### src/rtl/apb_gpio_ctrl_pkg.sv
// Shared constants for the APB GPIO controller.
//   MAX_PINS      widest pin count the register map can hold (one 32-bit word)
//   GPIO_*        byte offsets of the registers within the block
package gpio_pkg;

  localparam int MAX_PINS = 32;

  localparam logic [31:0] GPIO_DOUT    = 32'h00;
  localparam logic [31:0] GPIO_DIR     = 32'h04;
  localparam logic [31:0] GPIO_DIN     = 32'h08;
  localparam logic [31:0] GPIO_AFSEL   = 32'h0C;
  localparam logic [31:0] GPIO_RISE_EN = 32'h10;
  localparam logic [31:0] GPIO_FALL_EN = 32'h14;
  localparam logic [31:0] GPIO_STAT    = 32'h18;

endpackage

### src/rtl/apb_gpio_ctrl_if.sv
// APB bus bundle between a master and the GPIO controller.
//   master: drives psel/penable/pwrite/paddr/pwdata, receives prdata/pready/pslverr
//   slave : the mirror image
interface apb_gpio_ctrl_if #(
  parameter int ADDR_W = 5
);
  logic              psel;
  logic              penable;
  logic              pwrite;
  logic [ADDR_W-1:0] paddr;
  logic [31:0]       pwdata;
  logic [31:0]       prdata;
  logic              pready;
  logic              pslverr;

  modport master (
    output psel, penable, pwrite, paddr, pwdata,
    input  prdata, pready, pslverr
  );

  modport slave (
    input  psel, penable, pwrite, paddr, pwdata,
    output prdata, pready, pslverr
  );
endinterface

### src/rtl/apb_gpio_ctrl_sync_edge.sv
// One-pin input path: multi-flop synchroniser followed by an edge detector.
//   clk, rst  clock and async active-low reset
//   d         asynchronous pad input
//   q         synchronised value (last synchroniser stage)
//   rise/fall q changed 0->1 / 1->0 relative to the previous cycle
module gpio_sync_edge #(
  parameter int SYNC_STAGES = 2
) (
  input  logic clk,
  input  logic rst,
  input  logic d,
  output logic q,
  output logic rise,
  output logic fall
);

  logic [SYNC_STAGES-1:0] sync;
  logic                   prev;

  always_ff @(posedge clk or negedge rst) begin
    if (!rst) begin
      sync <= '0;
      prev <= 1'b0;
    end else begin
      sync <= {sync[SYNC_STAGES-2:0], d};
      prev <= sync[SYNC_STAGES-1];
    end
  end

  assign q    = sync[SYNC_STAGES-1];
  assign rise =  q & ~prev;
  assign fall = ~q &  prev;

endmodule

### src/rtl/apb_gpio_ctrl.sv
// APB slave GPIO controller: per-pin direction, alternate-function mux and a
// latched, maskable edge interrupt.
//   clk, rst          clock; async active-low reset (release expected synchronous to clk)
//   bus               APB slave port (zero wait states, pslverr on unmapped offsets)
//   gpio_in           asynchronous pad inputs
//   gpio_out/gpio_oe  pad output value / enable (1 = drive)
//   af_out/af_oe      peripheral-side output value / enable per pin
//   af_in             synchronised pin value handed to the peripheral
//   irq               level interrupt, high while any STAT bit is set
module apb_gpio_ctrl
  import gpio_pkg::*;
#(
  parameter int NPINS       = 8,
  parameter int SYNC_STAGES = 2,
  parameter int ADDR_W      = 5
) (
  input  logic             clk,
  input  logic             rst,
  apb_gpio_ctrl_if.slave   bus,
  input  logic [NPINS-1:0] gpio_in,
  output logic [NPINS-1:0] gpio_out,
  output logic [NPINS-1:0] gpio_oe,
  input  logic [NPINS-1:0] af_out,
  input  logic [NPINS-1:0] af_oe,
  output logic [NPINS-1:0] af_in,
  output logic             irq
);

  logic [NPINS-1:0] dout, dir, afsel, rise_en, fall_en, stat;
  logic [NPINS-1:0] din, rise, fall;
  logic [NPINS-1:0] wdata, w1c, stat_set;
  logic [31:0]      reg_addr;
  logic             access, wr;
  logic [MAX_PINS-1:0] rd_bits;
  logic             hit;

  // ---------------- input path ----------------
  for (genvar i = 0; i < NPINS; i++) begin : g_pin
    gpio_sync_edge #(.SYNC_STAGES(SYNC_STAGES)) u_sync_edge (
      .clk  (clk),
      .rst  (rst),
      .d    (gpio_in[i]),
      .q    (din[i]),
      .rise (rise[i]),
      .fall (fall[i])
    );
  end

  // ---------------- APB decode ----------------
  // Only the word index selects a register; byte lanes within a word alias.
  assign reg_addr = 32'(bus.paddr) & ~32'd3;
  assign access   = bus.psel & bus.penable;
  assign wr       = access & bus.pwrite;
  assign wdata    = bus.pwdata[NPINS-1:0];

  // Edge set and W1C are merged so a same-cycle set always survives the clear.
  assign w1c      = (wr && reg_addr == GPIO_STAT) ? wdata : '0;
  assign stat_set = (rise & rise_en) | (fall & fall_en);

  always_ff @(posedge clk or negedge rst) begin
    if (!rst) begin
      dout    <= '0;
      dir     <= '0;
      afsel   <= '0;
      rise_en <= '0;
      fall_en <= '0;
      stat    <= '0;
    end else begin
      if (wr) begin
        case (reg_addr)
          GPIO_DOUT:    dout    <= wdata;
          GPIO_DIR:     dir     <= wdata;
          GPIO_AFSEL:   afsel   <= wdata;
          GPIO_RISE_EN: rise_en <= wdata;
          GPIO_FALL_EN: fall_en <= wdata;
          default: ;
        endcase
      end
      stat <= (stat & ~w1c) | stat_set;
    end
  end

  // ---------------- read path ----------------
  always_comb begin
    rd_bits = '0;
    hit     = 1'b1;
    case (reg_addr)
      GPIO_DOUT:    rd_bits = MAX_PINS'(dout);
      GPIO_DIR:     rd_bits = MAX_PINS'(dir);
      GPIO_DIN:     rd_bits = MAX_PINS'(din);
      GPIO_AFSEL:   rd_bits = MAX_PINS'(afsel);
      GPIO_RISE_EN: rd_bits = MAX_PINS'(rise_en);
      GPIO_FALL_EN: rd_bits = MAX_PINS'(fall_en);
      GPIO_STAT:    rd_bits = MAX_PINS'(stat);
      default:      hit     = 1'b0;
    endcase
  end

  // Gating with rst keeps the bus quiet while reset is held, even mid-access.
  assign bus.prdata  = (access && rst) ? 32'(rd_bits) : 32'd0;
  assign bus.pslverr = access & rst & ~hit;
  assign bus.pready  = 1'b1;

  // ---------------- pin mux ----------------
  assign gpio_out = (afsel & af_out) | (~afsel & dout);
  assign gpio_oe  = (afsel & af_oe)  | (~afsel & dir);
  assign af_in    = din;
  assign irq      = |stat;

endmodule
### src/flat_wrapper.sv
// flat-port wrapper written by rule: the top's interface ports become plain ports
module apb_gpio_ctrl_flat import gpio_pkg::*;
#(
  parameter int NPINS       = 8,
  parameter int SYNC_STAGES = 2,
  parameter int ADDR_W      = 5
)
  (clk, rst, gpio_in, gpio_out, gpio_oe, af_out, af_oe, af_in, irq, bus_psel, bus_penable, bus_pwrite, bus_paddr, bus_pwdata, bus_prdata, bus_pready, bus_pslverr);
  apb_gpio_ctrl_if #(.ADDR_W(ADDR_W)) bus_i ();
  input  logic clk;
  input  logic rst;
  input  logic [NPINS-1:0] gpio_in;
  output logic [NPINS-1:0] gpio_out;
  output logic [NPINS-1:0] gpio_oe;
  input  logic [NPINS-1:0] af_out;
  input  logic [NPINS-1:0] af_oe;
  output logic [NPINS-1:0] af_in;
  output logic irq;
  input wire logic [$bits(bus_i.psel)-1:0] bus_psel;
  input wire logic [$bits(bus_i.penable)-1:0] bus_penable;
  input wire logic [$bits(bus_i.pwrite)-1:0] bus_pwrite;
  input wire logic [$bits(bus_i.paddr)-1:0] bus_paddr;
  input wire logic [$bits(bus_i.pwdata)-1:0] bus_pwdata;
  output wire logic [$bits(bus_i.prdata)-1:0] bus_prdata;
  output wire logic [$bits(bus_i.pready)-1:0] bus_pready;
  output wire logic [$bits(bus_i.pslverr)-1:0] bus_pslverr;
  assign bus_i.psel = bus_psel;
  assign bus_i.penable = bus_penable;
  assign bus_i.pwrite = bus_pwrite;
  assign bus_i.paddr = bus_paddr;
  assign bus_i.pwdata = bus_pwdata;
  assign bus_prdata = bus_i.prdata;
  assign bus_pready = bus_i.pready;
  assign bus_pslverr = bus_i.pslverr;
  apb_gpio_ctrl #(.NPINS(NPINS), .SYNC_STAGES(SYNC_STAGES), .ADDR_W(ADDR_W)) u_core (.clk(clk), .rst(rst), .bus(bus_i), .gpio_in(gpio_in), .gpio_out(gpio_out), .gpio_oe(gpio_oe), .af_out(af_out), .af_oe(af_oe), .af_in(af_in), .irq(irq));
endmodule
### config.mk
export PLATFORM = sky130hd
export DESIGN_NAME = apb_gpio_ctrl_flat
export DESIGN_NICKNAME = d
export VERILOG_FILES = /design/src/rtl/apb_gpio_ctrl_pkg.sv /design/src/rtl/apb_gpio_ctrl_if.sv /design/src/rtl/apb_gpio_ctrl_sync_edge.sv /design/src/rtl/apb_gpio_ctrl.sv /design/src/flat_wrapper.sv
export SDC_FILE = /design/constraint.sdc
export NUM_CORES = 1
export LEC_CHECK = 0
export ABC_CLOCK_PERIOD_IN_PS = 2750
export CORE_UTILIZATION = 30
export CTS_CLUSTER_SIZE = 28
export DETAILED_ROUTE_END_ITERATION = 10
export PLACE_DENSITY = 0.56
export SETUP_SLACK_MARGIN = 0.1
export SYNTH_ARGS = -nofsm -noshare
export SYNTH_HDL_FRONTEND = slang
export SYNTH_SLANG_ARGS = --single-unit
### constraint.sdc
create_clock -name clk -period 2.75 [get_ports clk]
set_clock_uncertainty 0.1 [all_clocks]
set_input_delay 0.825 -clock clk [delete_from_list [all_inputs] [get_ports clk]]
set_output_delay 0.825 -clock clk [all_outputs]
set_load 0.05 [all_outputs]
==> impl_metrics.json, run 1 <==
{
  "synth_top_cell_area_share": 0.4967,
  "postCtsHoldBufs": 0,
  "drive_above_1_share": 0.4790,
  "synth-edff-count": 0,
  "rsz0062_at_grt": "yes",
  "dieArea_mm2": 0.01254,
  "synth.ff_latch_count": 72,
  "num_vias": 2581,
  "fmax_mhz": 348.5,
  "seq_area_mm2": 0.001802,
  "cts_buffer_depth": 2,
  "end_kind": "output port",
  "syn_area_per_cell_um2": 12.21,
  "rows": 39,
  "totalWireLength_um": 9522,
  "clock_latency_ns": 0.33,
  "cts_sinks": 72,
  "yosysMostFrequentCell": "dfrtp_1",
  "holdCritPathClass": "register to register",
  "met2_usage": 0.2629,
  "synth_ff_type": "dfrtp_1",
  "vdd_drop_max_mv": 0.3376,
  "netlist_top_cells_count": "72 x dfrtp_1, 52 x mux2_2, 35 x buf_4, 24 x nand2_1, 16 x mux2_4",
  "ys_seq_area_frac": 0.4967,
  "p_leak_nw": 2.365,
  "arrival_ns": 1.94,
  "cts_root_buffer": "clkbuf_16",
  "violations": "design-rule violations, negative setup slack",
  "port_buffers": 73,
  "stdcell_count": 548,
  "multi_input_area_mm2": 0.001884,
  "relSlewSlack": 0.3857,
  "powerDensity_mw_per_mm2": 670.1,
  "die_w_um": 112.0,
  "yosysTopAreaCell": "dfrtp_1",
  "fin_setup_tns_ns": -0.6718,
  "synth_cell_types": 36,
  "fp.dieH_um": 112.0,
  "grt_pass1_vias": 2771,
  "cp-start-kind": "input pin",
  "area_growth_pct": 53.36,
  "busiest_layer": "met2",
  "fin_util": 0.4790,
  "drc": 5,
  "io_pins": 125,
  "netlist_area_mm2": 0.003627,
  "core_mm2": 0.01161,
  "n_antenna_cell": 0,
  "layout.nets": 467,
  "async_reset_ff_frac": 1.000,
  "finalWorstSetupSlack_ns": -0.1195,
  "worstPathRequired_ns": 1.83,
  "hold_viol_final": 0,
  "first_pass_iters": 9,
  "post_drt_wl_per_cell_um": 17.38,
  "grt_first_pass_wirelength_um": 15500,
  "vias_per_cell": 4.710,
  "status": "finished, violations left",
  "synthTopCellsByArea": "dfrtp_1 50%, mux2_2 16%, buf_4 7.2%",
  "dp_cells": 527,
  "antenna_found_initial": 0,
  "cap_violations": 0,
  "clkSlewWorstSetupHoldPaths_ns": 0.06,
  "place_area_mm2": 0.005019,
  "finalInstanceArea_mm2": 0.005563,
  "dp_hpwl_um": 6412,
  "cts_tree": "done",
  "gp_congestion": 0.7703,
  "cp_max_fo": 8,
  "grt_overflow": 0,
  "grt_util_met3": 0.02450,
  "grt_max_degree": 73,
  "h-tree-depth": 3,
  "drtIter0Drc": 84,
  "power_mw": 3.728,
  "start_util": 0.3123,
  "grtUsageTotal": 0.1623,
  "final.period_utilization": 1.043,
  "drv_slew": 0,
  "ys_warn_count": 0,
  "fillers": 1028,
  "synth_cells": 297,
  "numCtsBuffers": 9,
  "period_needed_ns": 2.870,
  "criticalPathCategory": "input pin to output port",
  "worst_pin_slew_ns": 0.9215,
  "grt.met1_usage": 0.2217,
  "setup_viol": 8,
  "antenna_left": 0
}
cell families (layout without fill, tap and decap cells):
family / Yosys count / count (layout) / synth area share
multiplexers: 72 / 72 / 0.2456
flip-flops: 72 / 72 / 0.4967
AND/OR/NAND/NOR: 61 / 61 / 0.09176
buffers and inverters: 46 / 131 / 0.08727
AO/OA/AOI/OAI: 44 / 44 / 0.07658
other: 2 / 25 / 0.002070
worst max-delay path, stage by stage:
cell and delay, ns:
buf_12 0.11, buf_12 0.13, mux4_2 0.53, nor2_4 0.12
a211oi_4 0.06, buf_12 0.16
cell type report:
cell class | instances | area share
Clock buffer | 10 | 0.04296
Timing Repair Buffer | 114 | 0.2508
Inverter | 2 | 0.001350
Sequential cell | 72 | 0.3239
Tap cell | 143 | 0.03216
Multi-Input combinational cell | 202 | 0.3387
Clock inverter | 5 | 0.01012
final timing paths:
kind,from,to,cells past startpoint,slack (ns)
hold reg to reg,u_core.g_pin[0].u_sync_edge.sync[0],u_core.g_pin[0].u_sync_edge.sync[1],0,0.25
setup / recovery,bus_paddr[4],bus_prdata[6],6,-0.12
min in group asynchronous,rst,u_core.g_pin[4].u_sync_edge.sync[0],2,0.64
hold / removal,u_core.g_pin[0].u_sync_edge.sync[0],u_core.g_pin[0].u_sync_edge.sync[1],0,0.25
max in group asynchronous,rst,u_core.dout[2],2,1.32
setup reg to reg,u_core.g_pin[2].u_sync_edge.sync[1],u_core.stat[2],3,1.73
metal layers:
layer  part of all wire  up-vias
met5                  0        -
met4              0.013        0
met3              0.036       11
met2               0.48       78
met1               0.47     1280
li1                   -     1212
through the flow:
step | setup slack, ns | hold WS (ns)
finish | -0.1195 | 0.2465
global route | -0.1381 | 0.2529
CTS | -0.09964 | 0.2480
detailed placement | -0.6875 | 0.2347
global placement | -0.6655 | 0.2316
floorplan | -0.05701 | 0.2312
cells in the final DEF, fill, tap and decap left out, drive strengths merged, types with 2 or more instances in the layout:
cell type,synthesis,final
clkdlybuf4s50,0,41
a32oi,5,5
mux2i,2,2
nand2,24,24
conb,2,25
clkinv,0,2
mux2,68,68
nand3,3,3
nand3b,8,8
o21ai,14,14
nand2b,8,8
nor3,4,4
buf,41,70
dlygate4sd2,0,2
clkbuf,3,11
inv,2,3
nor4,2,2
a21oi,8,8
dfrtp,72,72
a21o,8,8
mux4,2,2
a31oi,5,5
nor2,8,8
power breakdown:
part	switching [mW]	internal, mW
clock	0.444	0.721
sequential	0.150	1.21
combinational	0.594	0.607
total	1.19	2.54
state kept, by name (all words and copies together), names as in the netlist:
name                           cells
u_core.rise_en                     8
u_core.g_pin.u_sync_edge.sync     16
u_core.afsel                       8
u_core.stat                        8
u_core.dir                         8
u_core.g_pin.u_sync_edge.prev      8
u_core.fall_en                     8
u_core.dout                        8
repair_timing:
action	CTS	global route
pin swaps	12	8
cloned	2	0
setup buffers	0	4
gates resized for setup	46	11
hold endpoints to repair	0	0
endpoints found under the setup margin	9	9
No activity file was read; power rests on OpenSTA's default activity.
==> inputs of run 2 (changes only) <==
--- a/config.mk
+++ b/config.mk
@@ -5,7 +5,7 @@
 export SDC_FILE = /design/constraint.sdc
 export NUM_CORES = 1
 export LEC_CHECK = 0
-export ABC_CLOCK_PERIOD_IN_PS = 2750
+export ABC_CLOCK_PERIOD_IN_PS = 3700
 export CORE_UTILIZATION = 30
 export CTS_CLUSTER_SIZE = 28
 export DETAILED_ROUTE_END_ITERATION = 10
==> constraint.sdc (replaced) <==
create_clock -name clk -period 3.7 [get_ports clk]
set_clock_uncertainty 0.1 [all_clocks]
set_input_delay 1.11 -clock clk [delete_from_list [all_inputs] [get_ports clk]]
set_output_delay 1.11 -clock clk [all_outputs]
set_load 0.05 [all_outputs]
==> run 2 against run 1 <==
Final cell count decreased by 1.1%. Cell area fell by 3.4%. Hold slack worse by 0.0038 ns. Sequential share of layout area grew 1.1 points. First-iteration DRC count rose by 9.5%. Clock power shrank 27%. The flow finishes with violations (design-rule violations). Sequential power is 26% lower. Highest routed layer unchanged. Critical path depth unchanged. Register-to-register slack better by 0.96 ns.
==> impl_metrics.json, run 2 (synthesis gave the netlist of run 1 again) <==
{
  "status": "finished, violations left",
  "violations": "design-rule violations",
  "p_leak_nw": 2.321,
  "period_needed_ns": 3.565,
  "h-tree-depth": 3,
  "seq_area_mm2": 0.001802,
  "post-cts-setup-buffers": 0,
  "powerDensity_mw_per_mm2": 506.7,
  "cts_sinks": 72,
  "hold_viol_final": 0,
  "grt_overflow": 0,
  "grt_pass1_vias": 2756,
  "n_antenna_cell": 0,
  "layout.nets": 461,
  "cp-start-kind": "input pin",
  "final.period_utilization": 0.9634,
  "totalWireLength_um": 9420,
  "post_drt_wl_per_cell_um": 17.38,
  "setup_viol": 0,
  "worst_pin_slew_ns": 0.9316,
  "port_buffers": 73,
  "worstPathRequired_ns": 2.49,
  "dp_hpwl_um": 6259,
  "area_growth_pct": 48.19,
  "numCtsBuffers": 9,
  "power_mw": 2.723,
  "core_mm2": 0.01161,
  "drtIter0Drc": 92,
  "rows": 39,
  "grt_max_degree": 73,
  "arrival_ns": 2.35,
  "rsz0062_at_grt": "yes",
  "holdCritPathClass": "register to register",
  "antenna_left": 0,
  "postCtsHoldBufs": 0,
  "first_pass_iters": 10,
  "start_util": 0.3123,
  "antenna_found_initial": 0,
  "fp.dieH_um": 112.0,
  "drive_above_1_share": 0.4286,
  "cp_max_fo": 6,
  "final_cell_mix": "72 x dfrtp_1, 52 x mux2_2, 42 x clkdlybuf4s50_1",
  "gp_congestion": 0.7662,
  "multi_input_area_mm2": 0.001753,
  "grtUsageTotal": 0.1607,
  "top_register": "u_core.g_pin.u_sync_edge.sync",
  "stdcell_count": 542,
  "cts_tree": "done",
  "criticalPathCategory": "input pin to output port",
  "io_pins": 125,
  "clkSlewWorstSetupHoldPaths_ns": 0.06,
  "drv_slew": 0,
  "fillers": 1035,
  "end_kind": "output port",
  "dieArea_mm2": 0.01254,
  "die_w_um": 112.0,
  "cts_root_buffer": "clkbuf_16",
  "cts_buffer_depth": 2,
  "vias_per_cell": 4.797,
  "drc": 10,
  "fmax_mhz": 280.5,
  "clock_latency_ns": 0.32,
  "vdd_drop_max_mv": 0.2459,
  "cap_violations": 0,
  "final_common_cell": "dfrtp_1",
  "grt_first_pass_wirelength_um": 15420,
  "largest_reg_flops": 16,
  "relSlewSlack": 0.3789,
  "num_vias": 2600,
  "dp_cells": 524
}
==> run 2: changes by cell type in the layout (fill, tap and decap cells not counted), sizes merged <==
cell | previous run | this run
clkinvlp | 1 | 0
dlygate4sd2 | 2 | 0
clkdlybuf4s15 | 0 | 1
bufbuf | 0 | 2
dlymetal6s2s | 0 | 2
clkdlybuf4s50 | 41 | 42
buf | 70 | 61
clkinv | 2 | 3
inv | 3 | 2
==> run 2: layout make-up <==
cell class,count,area share
Sequential cell,72,0.3352
Multi-Input combinational cell,202,0.3261
Timing Repair Buffer,108,0.2505
Clock buffer,11,0.04516
Tap cell,143,0.03329
Clock inverter,4,0.008380
Inverter,2,0.001397
==> run 2: metrics by stage <==
step                      area (µm²)    util  hold WS, ns  worst slack, ns  TNS (ns)
after floorplan                 3802       -       0.2312        -0.008014  -0.01564
after global placement          4916  0.4233       0.2320          -0.2756    -2.218
after detailed placement        4916  0.4233       0.2347          -0.2932    -2.281
after CTS                       5350  0.4607       0.2477          0.07435         0
after global routing            5375  0.4628       0.2494           0.1083         0
final                           5375  0.4628       0.2427           0.1355         0
==> run 2: routing by layer <==
| layer | up-vias | GRT usage | part of all wire |
|---|---|---|---|
| met2 | 92 | 0.2480 | 0.47 |
| li1 | 1199 | - | - |
| met5 | - | 0 | 0 |
| met1 | 1304 | 0.2253 | 0.47 |
| met3 | 5 | 0.03974 | 0.050 |
| met4 | 0 | 0.04089 | 0.0061 |
==> run 2: path summary, 6_finish.rpt <==
check,startpoint,endpoint,slack (ns),depth (start not counted)
max in group asynchronous,rst,u_core.dout[0],1.96,2
worst max register to register,u_core.g_pin[1].u_sync_edge.sync[1],u_core.stat[1],2.69,3
min in group asynchronous,rst,u_core.g_pin[5].u_sync_edge.sync[1],0.93,2
worst min-delay path,u_core.g_pin[3].u_sync_edge.sync[0],u_core.g_pin[3].u_sync_edge.sync[1],0.24,0
worst max-delay path,bus_paddr[4],bus_prdata[3],0.14,6
worst min register to register,u_core.g_pin[3].u_sync_edge.sync[0],u_core.g_pin[3].u_sync_edge.sync[1],0.24,0
==> run 2: what timing repair did <==
item	in CTS	in global routing
pin swaps	5	3
gates resized for setup	23	10
setup endpoints to repair	9	8
gates cloned	3	0
==> run 2: critical path, cell delays in order <==
cell and delay [ns]:
buf_6 0.11, bufbuf_16 0.27, mux2_2 0.34, a32oi_2 0.21, a31oi_4 0.14, buf_12 0.17
==> run 2: report_power, final <==
group,leakage (nW),switching [mW],internal (mW)
clock network,0.145,0.318,0.533
registers,0.865,0.105,0.900
logic,1.31,0.426,0.441
total,2.32,0.850,1.87
